`src/rtl/fsk_phase_sequencer_pkg.sv`:
```
// Shared definitions for the FSK phase sequencer.
// Radio-wide widths, defaults and FSM state encodings.
package fsk_phase_sequencer_pkg;

  localparam int FSK_PHASE_BITS     = 25;
  localparam int FSK_SYMBOL_SAMPLES = 64;
  localparam int PRECISION          = 32;

  typedef enum logic {
    ST_IDLE = 1'b0,
    ST_RUN  = 1'b1
  } fsk_state_t;

endpackage

```
`src/rtl/fsk_phase_sequencer_if.sv`:
```
// Symbol stream valid/ready bundle.
// The source drives master, the sequencer takes slave.
interface fsk_phase_sequencer_if #(
  parameter int SYM_BITS = 2
);
  logic                valid;
  logic [SYM_BITS-1:0] data;
  logic                last;
  logic                ready;

  modport master (
    output valid, data, last,
    input  ready
  );

  modport slave (
    input  valid, data, last,
    output ready
  );
endinterface

```
`src/rtl/fsk_phase_sequencer_freq_map.sv`:
```
// Symbol to frequency word mapping.
// freq = base + sym * dev, wrapping modulo the phase circle.
module fsk_phase_sequencer_freq_map #(
  parameter int SYM_BITS   = 2,
  parameter int PHASE_BITS = 25
) (
  input  logic [SYM_BITS-1:0]   sym,
  input  logic [PHASE_BITS-1:0] base,
  input  logic [PHASE_BITS-1:0] dev,
  output logic [PHASE_BITS-1:0] freq
);

  // Truncation to PHASE_BITS gives the modulo wrap for free.
  assign freq = base + PHASE_BITS'(sym) * dev;

endmodule

```
`src/rtl/fsk_phase_sequencer.sv`:
```
// FSK symbol sequencer: next-symbol buffer, FSM,
// sample counter and phase-continuous accumulator.
module fsk_phase_sequencer
  import fsk_phase_sequencer_pkg::*;
#(
  parameter int SYM_BITS       = 2,
  parameter int SYMBOL_SAMPLES = FSK_SYMBOL_SAMPLES,
  parameter int PHASE_BITS     = FSK_PHASE_BITS
) (
  input  logic                  clk,
  input  logic                  rst,
  input  logic                  tx_en,
  input  logic                  sample_tick,
  input  logic [PHASE_BITS-1:0] base_freq,
  input  logic [PHASE_BITS-1:0] dev_step,
  fsk_phase_sequencer_if.slave  sym,
  output logic [PRECISION-1:0]  angle,
  output logic                  angle_valid,
  output logic                  sym_start,
  output logic                  busy,
  output logic                  underrun
);

  localparam int CW = $clog2(SYMBOL_SAMPLES);
  localparam logic [CW-1:0] CNT_LAST =
    CW'(SYMBOL_SAMPLES - 1);

  fsk_state_t state;

  logic                  next_full;
  logic [SYM_BITS-1:0]   next_data;
  logic                  next_last;
  logic                  cur_last;
  logic [PHASE_BITS-1:0] cur_freq;
  logic [PHASE_BITS-1:0] acc;
  logic [PHASE_BITS-1:0] map_freq;
  logic [CW-1:0]         cnt;

  logic xfer;
  logic sym_end;
  logic idle_load;
  logic run_load;
  logic consume;

  assign sym.ready = ~next_full;
  assign xfer      = sym.valid & ~next_full;

  assign sym_end   = (state == ST_RUN) &&
                     sample_tick && (cnt == CNT_LAST);
  assign idle_load = (state == ST_IDLE) &&
                     tx_en && next_full;
  assign run_load  = sym_end && !cur_last &&
                     tx_en && next_full;
  assign consume   = idle_load | run_load;

  assign busy  = (state == ST_RUN);
  assign angle = PRECISION'(acc);

  fsk_phase_sequencer_freq_map #(
    .SYM_BITS   (SYM_BITS),
    .PHASE_BITS (PHASE_BITS)
  ) u_map (
    .sym  (next_data),
    .base (base_freq),
    .dev  (dev_step),
    .freq (map_freq)
  );

  // One-deep next-symbol buffer; a write wins over a consume.
  always_ff @(posedge clk or posedge rst) begin
    if (rst) begin
      next_full <= 1'b0;
      next_data <= '0;
      next_last <= 1'b0;
    end else begin
      if (xfer) begin
        next_data <= sym.data;
        next_last <= sym.last;
      end
      next_full <= xfer | (next_full & ~consume);
    end
  end

  // Symbol FSM, sample counter and phase accumulator.
  always_ff @(posedge clk or posedge rst) begin
    if (rst) begin
      state       <= ST_IDLE;
      acc         <= '0;
      cur_freq    <= '0;
      cur_last    <= 1'b0;
      cnt         <= '0;
      angle_valid <= 1'b0;
      sym_start   <= 1'b0;
      underrun    <= 1'b0;
    end else begin
      angle_valid <= 1'b0;
      sym_start   <= 1'b0;
      underrun    <= 1'b0;
      unique case (state)
        ST_IDLE: begin
          if (idle_load) begin
            state    <= ST_RUN;
            acc      <= '0;
            cnt      <= '0;
            cur_freq <= map_freq;
            cur_last <= next_last;
          end
        end
        ST_RUN: begin
          if (sample_tick) begin
            acc         <= acc + cur_freq;
            angle_valid <= 1'b1;
            sym_start   <= (cnt == '0);
            if (cnt == CNT_LAST) begin
              if (cur_last || !tx_en) begin
                state <= ST_IDLE;
              end else if (next_full) begin
                cnt      <= '0;
                cur_freq <= map_freq;
                cur_last <= next_last;
              end else begin
                underrun <= 1'b1;
                state    <= ST_IDLE;
              end
            end else begin
              cnt <= cnt + CW'(1);
            end
          end
        end
        default: state <= ST_IDLE;
      endcase
    end
  end

endmodule

```
`src/flat_wrapper.sv`:
```
// flat-port wrapper written by rule: the top's interface ports become plain ports
module fsk_phase_sequencer_flat import fsk_phase_sequencer_pkg::*;
#(
  parameter int SYM_BITS       = 2,
  parameter int SYMBOL_SAMPLES = FSK_SYMBOL_SAMPLES,
  parameter int PHASE_BITS     = FSK_PHASE_BITS
)
  (clk, rst, tx_en, sample_tick, base_freq, dev_step, angle, angle_valid, sym_start, busy, underrun, sym_valid, sym_data, sym_last, sym_ready);
  fsk_phase_sequencer_if #(.SYM_BITS(SYM_BITS)) sym_i ();
  input  logic clk;
  input  logic rst;
  input  logic tx_en;
  input  logic sample_tick;
  input  logic [PHASE_BITS-1:0] base_freq;
  input  logic [PHASE_BITS-1:0] dev_step;
  output logic [PRECISION-1:0] angle;
  output logic angle_valid;
  output logic sym_start;
  output logic busy;
  output logic underrun;
  input wire logic [$bits(sym_i.valid)-1:0] sym_valid;
  input wire logic [$bits(sym_i.data)-1:0] sym_data;
  input wire logic [$bits(sym_i.last)-1:0] sym_last;
  output wire logic [$bits(sym_i.ready)-1:0] sym_ready;
  assign sym_i.valid = sym_valid;
  assign sym_i.data = sym_data;
  assign sym_i.last = sym_last;
  assign sym_ready = sym_i.ready;
  fsk_phase_sequencer #(.SYM_BITS(SYM_BITS), .SYMBOL_SAMPLES(SYMBOL_SAMPLES), .PHASE_BITS(PHASE_BITS)) u_core (.clk(clk), .rst(rst), .tx_en(tx_en), .sample_tick(sample_tick), .base_freq(base_freq), .dev_step(dev_step), .sym(sym_i), .angle(angle), .angle_valid(angle_valid), .sym_start(sym_start), .busy(busy), .underrun(underrun));
endmodule
```
`config.mk`:
```
export PLATFORM = sky130hd
export DESIGN_NAME = fsk_phase_sequencer_flat
export DESIGN_NICKNAME = d
export VERILOG_FILES = /design/src/rtl/fsk_phase_sequencer_pkg.sv /design/src/rtl/fsk_phase_sequencer_if.sv /design/src/rtl/fsk_phase_sequencer_freq_map.sv /design/src/rtl/fsk_phase_sequencer.sv /design/src/flat_wrapper.sv
export SDC_FILE = /design/constraint.sdc
export NUM_CORES = 1
export LEC_CHECK = 0
export ABC_AREA = 1
export CAP_MARGIN = 20
export CORE_ASPECT_RATIO = 0.9
export CORE_UTILIZATION = 39
export CTS_BUF_LIST = sky130_fd_sc_hd__clkbuf_8 sky130_fd_sc_hd__clkbuf_16
export DETAILED_ROUTE_END_ITERATION = 10
export GPL_ROUTABILITY_DRIVEN = 0
export MAX_ROUTING_LAYER = met4
export SYNTH_ARGS = -nofsm -noshare
export SYNTH_HDL_FRONTEND = slang
export SYNTH_SLANG_ARGS = --single-unit
```
`constraint.sdc`:
```
create_clock -name clk -period 3 [get_ports clk]
set_input_delay 0.6 -clock clk [delete_from_list [all_inputs] [get_ports clk]]
set_output_delay 0.6 -clock clk [all_outputs]
set_load 0.01 [all_outputs]
```
### Word level (Yosys, flattened, before mapping)

Cells that the tools add are included.

| storage, ports and cells | value |
|---|---|
| register bits after elaboration | 65 |
| bits of input ports | 58 |
| output and inout bits | 37 |
| word-level logic and storage cells | 80 |

| cells by class | value |
|---|---|
| add/subtract/negate cells | 3 |
| multipliers | 1 |
| equal/unequal tests | 8 |
| mux-type cells | 36 |
| bitwise logic cells | 7 |
| reduce and logical (&&, ||, !) cells | 14 |

Operator list:

| operator | count |
|---|---|
| two-way mux 25 bit | 7 |
| one-hot mux 25 bit (2 select lines) | 2 |
| adder 25 bit | 2 |
| two-way mux 6 bit | 5 |
| multiplier 2 x 25 -> 25 bit | 1 |
| two-way mux 1 bit | 19 |
| one-hot mux 6 bit (2 select lines) | 1 |
| inequality test 2 bit (second input constant) | 4 |
| logical AND 1 bit | 7 |
| adder 6 x 1 -> 6 bit (second input constant) | 1 |
| == test 6 bit (second input constant) | 1 |
| logical NOT 6 bit | 1 |
| inequality test 3 bit (second input constant) | 2 |
| AND reduction 5 bit | 1 |
| one-hot mux 1 bit (2 select lines) | 2 |
| AND reduction 4 bit | 1 |
| inverter 1 bit | 3 |
| AND 1 bit | 2 |
| logical NOT 1 bit | 2 |
| inequality test 2 x 1 -> 1 bit (second input constant) | 1 |
| bitwise OR 1 bit | 2 |
| AND reduction 2 bit | 1 |
| logical OR 1 bit | 1 |

### Logic depth before layout (Yosys ltp)

| logic depth | value |
|---|---|
| depth after elaboration | 9 |
| depth in mapped cells | 17 |

### Hierarchy

From an unflattened synthesis, not the netlist that was laid out.

| second synthesis, totals | value |
|---|---|
| cells, all modules | 1181 |
| area, all modules | 7183.1 um^2 |

By module, submodules not included:

| module | instances | cells each | area each (um^2) |
|---|---|---|---|
| fsk_phase_sequencer | 1 | 668 | 4453.0 |
| fsk_phase_sequencer_freq_map | 1 | 513 | 2730.1 |

### Least setup slack after synthesis

OpenSTA, ideal clock, no wires.

| timing path | value |
|---|---|
| path kind | register to register |
| start point | reg u_core.next_data[1] |
| end point | reg u_core.cur_freq[13] |
| library setup time | 117 ps |
| data arrival time | 2572 ps |
| data required time | 2883 ps |
| path slack | 310 ps |
| cell stages (with the launch flop) | 14 |
| path buffers | 2 |
| clock period less this slack | 2690 ps |
| cell sequence | dfrtp_1 clkbuf_1 clkbuf_1 nand2_1 fa_1 inv_1 ha_1 or2_2 nand2_1 o21ai_1 nand2_1 nand3b_1 nand3_1 nand2_1 |

| on the way | value |
|---|---|
| cells in the longest elaborated chain, start to end | 7 |
| elaborated cells between the ends (all ways) | 8 |

RTL lines:

| item | RTL line | text |
|---|---|---|
| start, declared | fsk_phase_sequencer.sv:31 | `logic [SYM_BITS-1:0] next_data;` |
| start signal, assigned | fsk_phase_sequencer.sv:77 | `next_data <= sym.data;` |
| multiplier 2 x 25 -> 25 bit * | fsk_phase_sequencer_freq_map.sv:14 | `assign freq = base + PHASE_BITS'(sym) * dev;` |
| adder 25 bit * | fsk_phase_sequencer_freq_map.sv:14 |  |
| two-way mux 25 bit | fsk_phase_sequencer.sv:117 | `end else if (next_full) begin` |
| two-way mux 25 bit | fsk_phase_sequencer.sv:115 | `if (cur_last \|\| !tx_en) begin` |
| two-way mux 25 bit | fsk_phase_sequencer.sv:114 | `if (cnt == CNT_LAST) begin` |
| two-way mux 25 bit | fsk_phase_sequencer.sv:110 | `if (sample_tick) begin` |
| one-hot mux 25 bit (2 select lines) * | fsk_phase_sequencer.sv:99 | `unique case (state)` |
| end signal, assigned | fsk_phase_sequencer.sv:105 | `cur_freq <= map_freq;` |
| end signal, assigned | fsk_phase_sequencer.sv:119 | `cur_freq <= map_freq;` |
| end, declared | fsk_phase_sequencer.sv:34 | `logic [PHASE_BITS-1:0] cur_freq;` |

Every way passes the cells marked *; elsewhere a longest branch is shown, timed or not. The select of a mux whose other input is x is not followed.
A chain may end at the register's enable or synchronous reset.

### Worst setup path after layout

| timing path | value |
|---|---|
| start point | in dev_step[10] |
| end point | reg u_core.cur_freq[20] |

| on the way | value |
|---|---|
| cells in the longest elaborated chain, start to end | 7 |
| elaborated cells between the ends (all ways) | 8 |

RTL lines:

| item | RTL line | text |
|---|---|---|
| start, declared | flat_wrapper.sv:15 | `input logic [PHASE_BITS-1:0] dev_step;` |
| multiplier 2 x 25 -> 25 bit * | fsk_phase_sequencer_freq_map.sv:14 |  |
| adder 25 bit * | fsk_phase_sequencer_freq_map.sv:14 |  |
| two-way mux 25 bit | fsk_phase_sequencer.sv:117 |  |
| two-way mux 25 bit | fsk_phase_sequencer.sv:115 |  |
| two-way mux 25 bit | fsk_phase_sequencer.sv:114 |  |
| two-way mux 25 bit | fsk_phase_sequencer.sv:110 |  |
| one-hot mux 25 bit (2 select lines) * | fsk_phase_sequencer.sv:99 |  |

Marks and branches as above.

==> summary.txt <==
Timing
  • Setup ws final: 0.160 ns
  • Setup TNS: 0 ns
  • Layout Skew: between 0.009 and 0.01 ns
  • Fin crit share: 94.7%
  • Final worst path period need: 2.84 ns
  • Endpoints failing setup: 0
  • Final hold vios: 0
  • Fmax achieved: 352 MHz
  • Worst Max-Slew Pin Slew: 0.643 ns
  • Pins Over Slew Limit: 0
  • RSZ-0062 raised after global routing: false
  • Worst slew margin: 57.1%

Worst setup path
  • CP endpoint kind: register
  • WP data arrival: between 3 and 4 ns
  • Crit path top cell by count: nand2_1
  • WS Path Type: input port to register
  • Max incr delay on CP: 0.51 ns
  • CP max-delay cell: fa_1
  • Crit Path Max Fanout: 5
  • Critical Path RT: around 3.2 ns
  • Startpoint Class: input port
  • Worst Path Buf+Inv: 3
  • Worst-path cell chain: clkdlybuf4s50_1, nand2_1, fa_1, inv_1, ha_1, nand2_1, nor2_1, buf_4, nand2_1, nand3b_1, nand3_1, nand2_1, nand3_1, nand2_1
  • CP delay by family, top: simple AND/OR/NAND/NOR gates

Layout
  • Share of cells above drive strength 1: 6.58%
  • Final-stage net count: 1421
  • Fill cell count: around 1900
  • Ant diodes: 0
  • Layout area overhead: 25.2%

Clock tree
  • Post-CTS Setup Bufs: 0
  • Cts repair resizes: 0
  • Hold-fix buffers, CTS: 0
  • CTS max path bufs: 2
  • Clk sink count: 65
  • # H-tree levels: 3
  • Clk_lat worst skew: 0.34 ns
  • CTS Root Cell: clkbuf_16
  • CTS tree: built
  • Clock transition at path regs: roughly 0.060 ns
  • Total CTS buffers: 9

Logic synthesis
  • Cell Area, Synth: slightly above 0.007 sq mm
  • Synth Area in Compound Gates: between 5 and 6%
  • Synth warn: 0
  • Count of cell types in the netlist: 40
  • Ys flop type: dfrtp_1
  • Mean Syn Cell Area: just over 6 sq um
  • Adder-Cell Fraction of Synth Area: 15.9%
  • Simple-gate area share of the yosys netlist: 38.7%
  • Synth Area in XOR/XNOR: between 1.5 and 2%
  • Post-synth EDFFs: 0
  • #FFs+latches synth: 65
  • Sequential fraction of the synthesis area: 23.0%
  • FFs w/ async S/R, synth: 100%
  • Mux contribution to synthesized area: less than 1%
  • Main combinational cell family by area after synthesis: simple AND/OR/NAND/NOR gates
  • Synth Instances: 1159

Floorplanning
  • Die area: 0.0187 sq mm
  • Row Count: 46
  • IO Pins: between 90 and 100
  • Initial Util: 40.0%
  • Horiz. Die Dim: approximately 140 um
  • Die H: approximately 130 um
  • Core area: between 0.015 and 0.02 sq mm

GRT
  • Vias in the first global route: ~6500
  • Total GRT Usage: 21.3%
  • Initial antenna violation count: 0
  • Pin count of the biggest net entering global routing: 33
  • First-pass GRT wire length: around 30000 um
  • Congestion Overflow GR: 0

Run status
  • Status: finished, final reports clean

Detailed routing
  • Drt drc: 0
  • Drt first pass iters: 5
  • Vias: 6973
  • ANT nets after route: 0
  • DR iter-0 viols: roughly 320
  • Vias per Instance: 4.55
  • Avg WL per Cell: 11.7 um
  • Drt total wl: between 15000 and 20000 um

Placed design
  • Port Buffers: 87
  • DP Worst Slack: -0.191 ns
  • Dpl hpwl: 15000 um

Worst hold path
  • Hold Path Class: register to register

Power and ir drop
  • VDD IR-drop max: between 200 and 300 uV
  • Leakage Power: 5.09 nW
  • Pwr Density: 674 mW/mm^2

Run
  • Max-cap violation count: 0
## layer usage
metal	global-route usage, %	part of all wire [%]
met3	1.43	2.5
met5	-	0
met4	6.82	1.5
met1	28.4	51
met2	34.7	45
## placed cells by master, fill, tap and decap left out, drive strengths merged, types with 2 or more instances in the layout
master	instances
nand2	478
inv	248
clkdlybuf4s50	87
nand3	77
nor2	72
dfrtp	65
ha	50
buf	48
a21oi	29
o21ai	29
fa	25
nand4	13
nand3b	12
clkbuf	10
xnor2	9
conb	7
xor2	5
or2	5
nor3	4
clkinv	4
a31oi	2
and2	2
nor4	2
mux2	2
bufinv	2
## logic make-up (layout without fill, tap and decap cells)
logic type	after synthesis	after routing
and+or+nand+nor	666	666
buffers and inverters	272	399
adders and majority gates	75	75
DFF	65	65
AOI/OAI and AO/OA	64	64
xor gates and xnor gates	14	14
muxes	2	2
other	1	7
## path summary, 6_finish.rpt
path	cells after the start	slack [ns]	endpoint	start
min in group asynchronous	2	0.67	u_core.cnt[2]	rst
min	1	0.47	u_core.underrun	u_core.next_full
max in group asynchronous	3	1.69	u_core.acc[18]	rst
max reg2reg	14	0.32	u_core.cur_freq[20]	u_core.next_data[1]
min reg2reg	1	0.47	u_core.underrun	u_core.next_full
max	14	0.16	u_core.cur_freq[20]	dev_step[10]
## synth_stat cells, drive strengths merged (9+ instances only)
master | count | area [sq um]
nor2 | 72 | 275
ha | 50 | 626
fa | 25 | 500
nand4 | 13 | 81.3
inv | 247 | 927
dfrtp | 65 | 1630
nand3 | 77 | 403
nand3b | 12 | 90.1
nand2 | 478 | 1800
o21ai | 29 | 168
xnor2 | 9 | 78.8
a21oi | 29 | 145
buf | 15 | 108
## power by group
| part | internal (W) | total [W] | switching [W] |
|---|---|---|---|
| clock | 0.000745 | 0.00115 | 0.000402 |
| combinational | 0.00160 | 0.00352 | 0.00192 |
| sequential | 0.00109 | 0.00129 | 0.000207 |
## metrics by stage
stage	std cells	utilization, %	total power (W)	cell area [sq um]	hold slack (ns)
after CTS	1532	50.0	0.00600	8840	0.467
final	1532	50.1	0.00596	8850	0.472
after floorplan	1165	-	0.00344	7090	0.433
after global routing	1532	50.1	0.00655	8850	0.490
after global placement	1517	48.2	0.00479	8520	0.457
after detailed placement	1517	48.2	0.00483	8520	0.457
## state kept, by name, indices dropped and copies added, names as in the netlist
| register | cells |
|---|---|
| u_core.acc | 25 |
| u_core.angle_valid | 1 |
| u_core.busy | 1 |
| u_core.cnt | 6 |
| u_core.cur_freq | 25 |
| u_core.cur_last | 1 |
| u_core.next_data | 2 |
| u_core.next_full | 1 |
| u_core.next_last | 1 |
| u_core.sym_start | 1 |
| u_core.underrun | 1 |
## cell type report
class | instances | area (sq um) | area share, %
sequential | 65 | 1630 | 18.4
timing repair buffer | 135 | 1270 | 14.3
clock buffer | 10 | 239 | 2.70
tap | 240 | 300 | 3.39
multi-input combinational | 828 | 4400 | 49.7
clock inverter | 5 | 81.3 | 0.919
inverter | 249 | 936 | 10.6
Power figures use the tool's default switching activity.
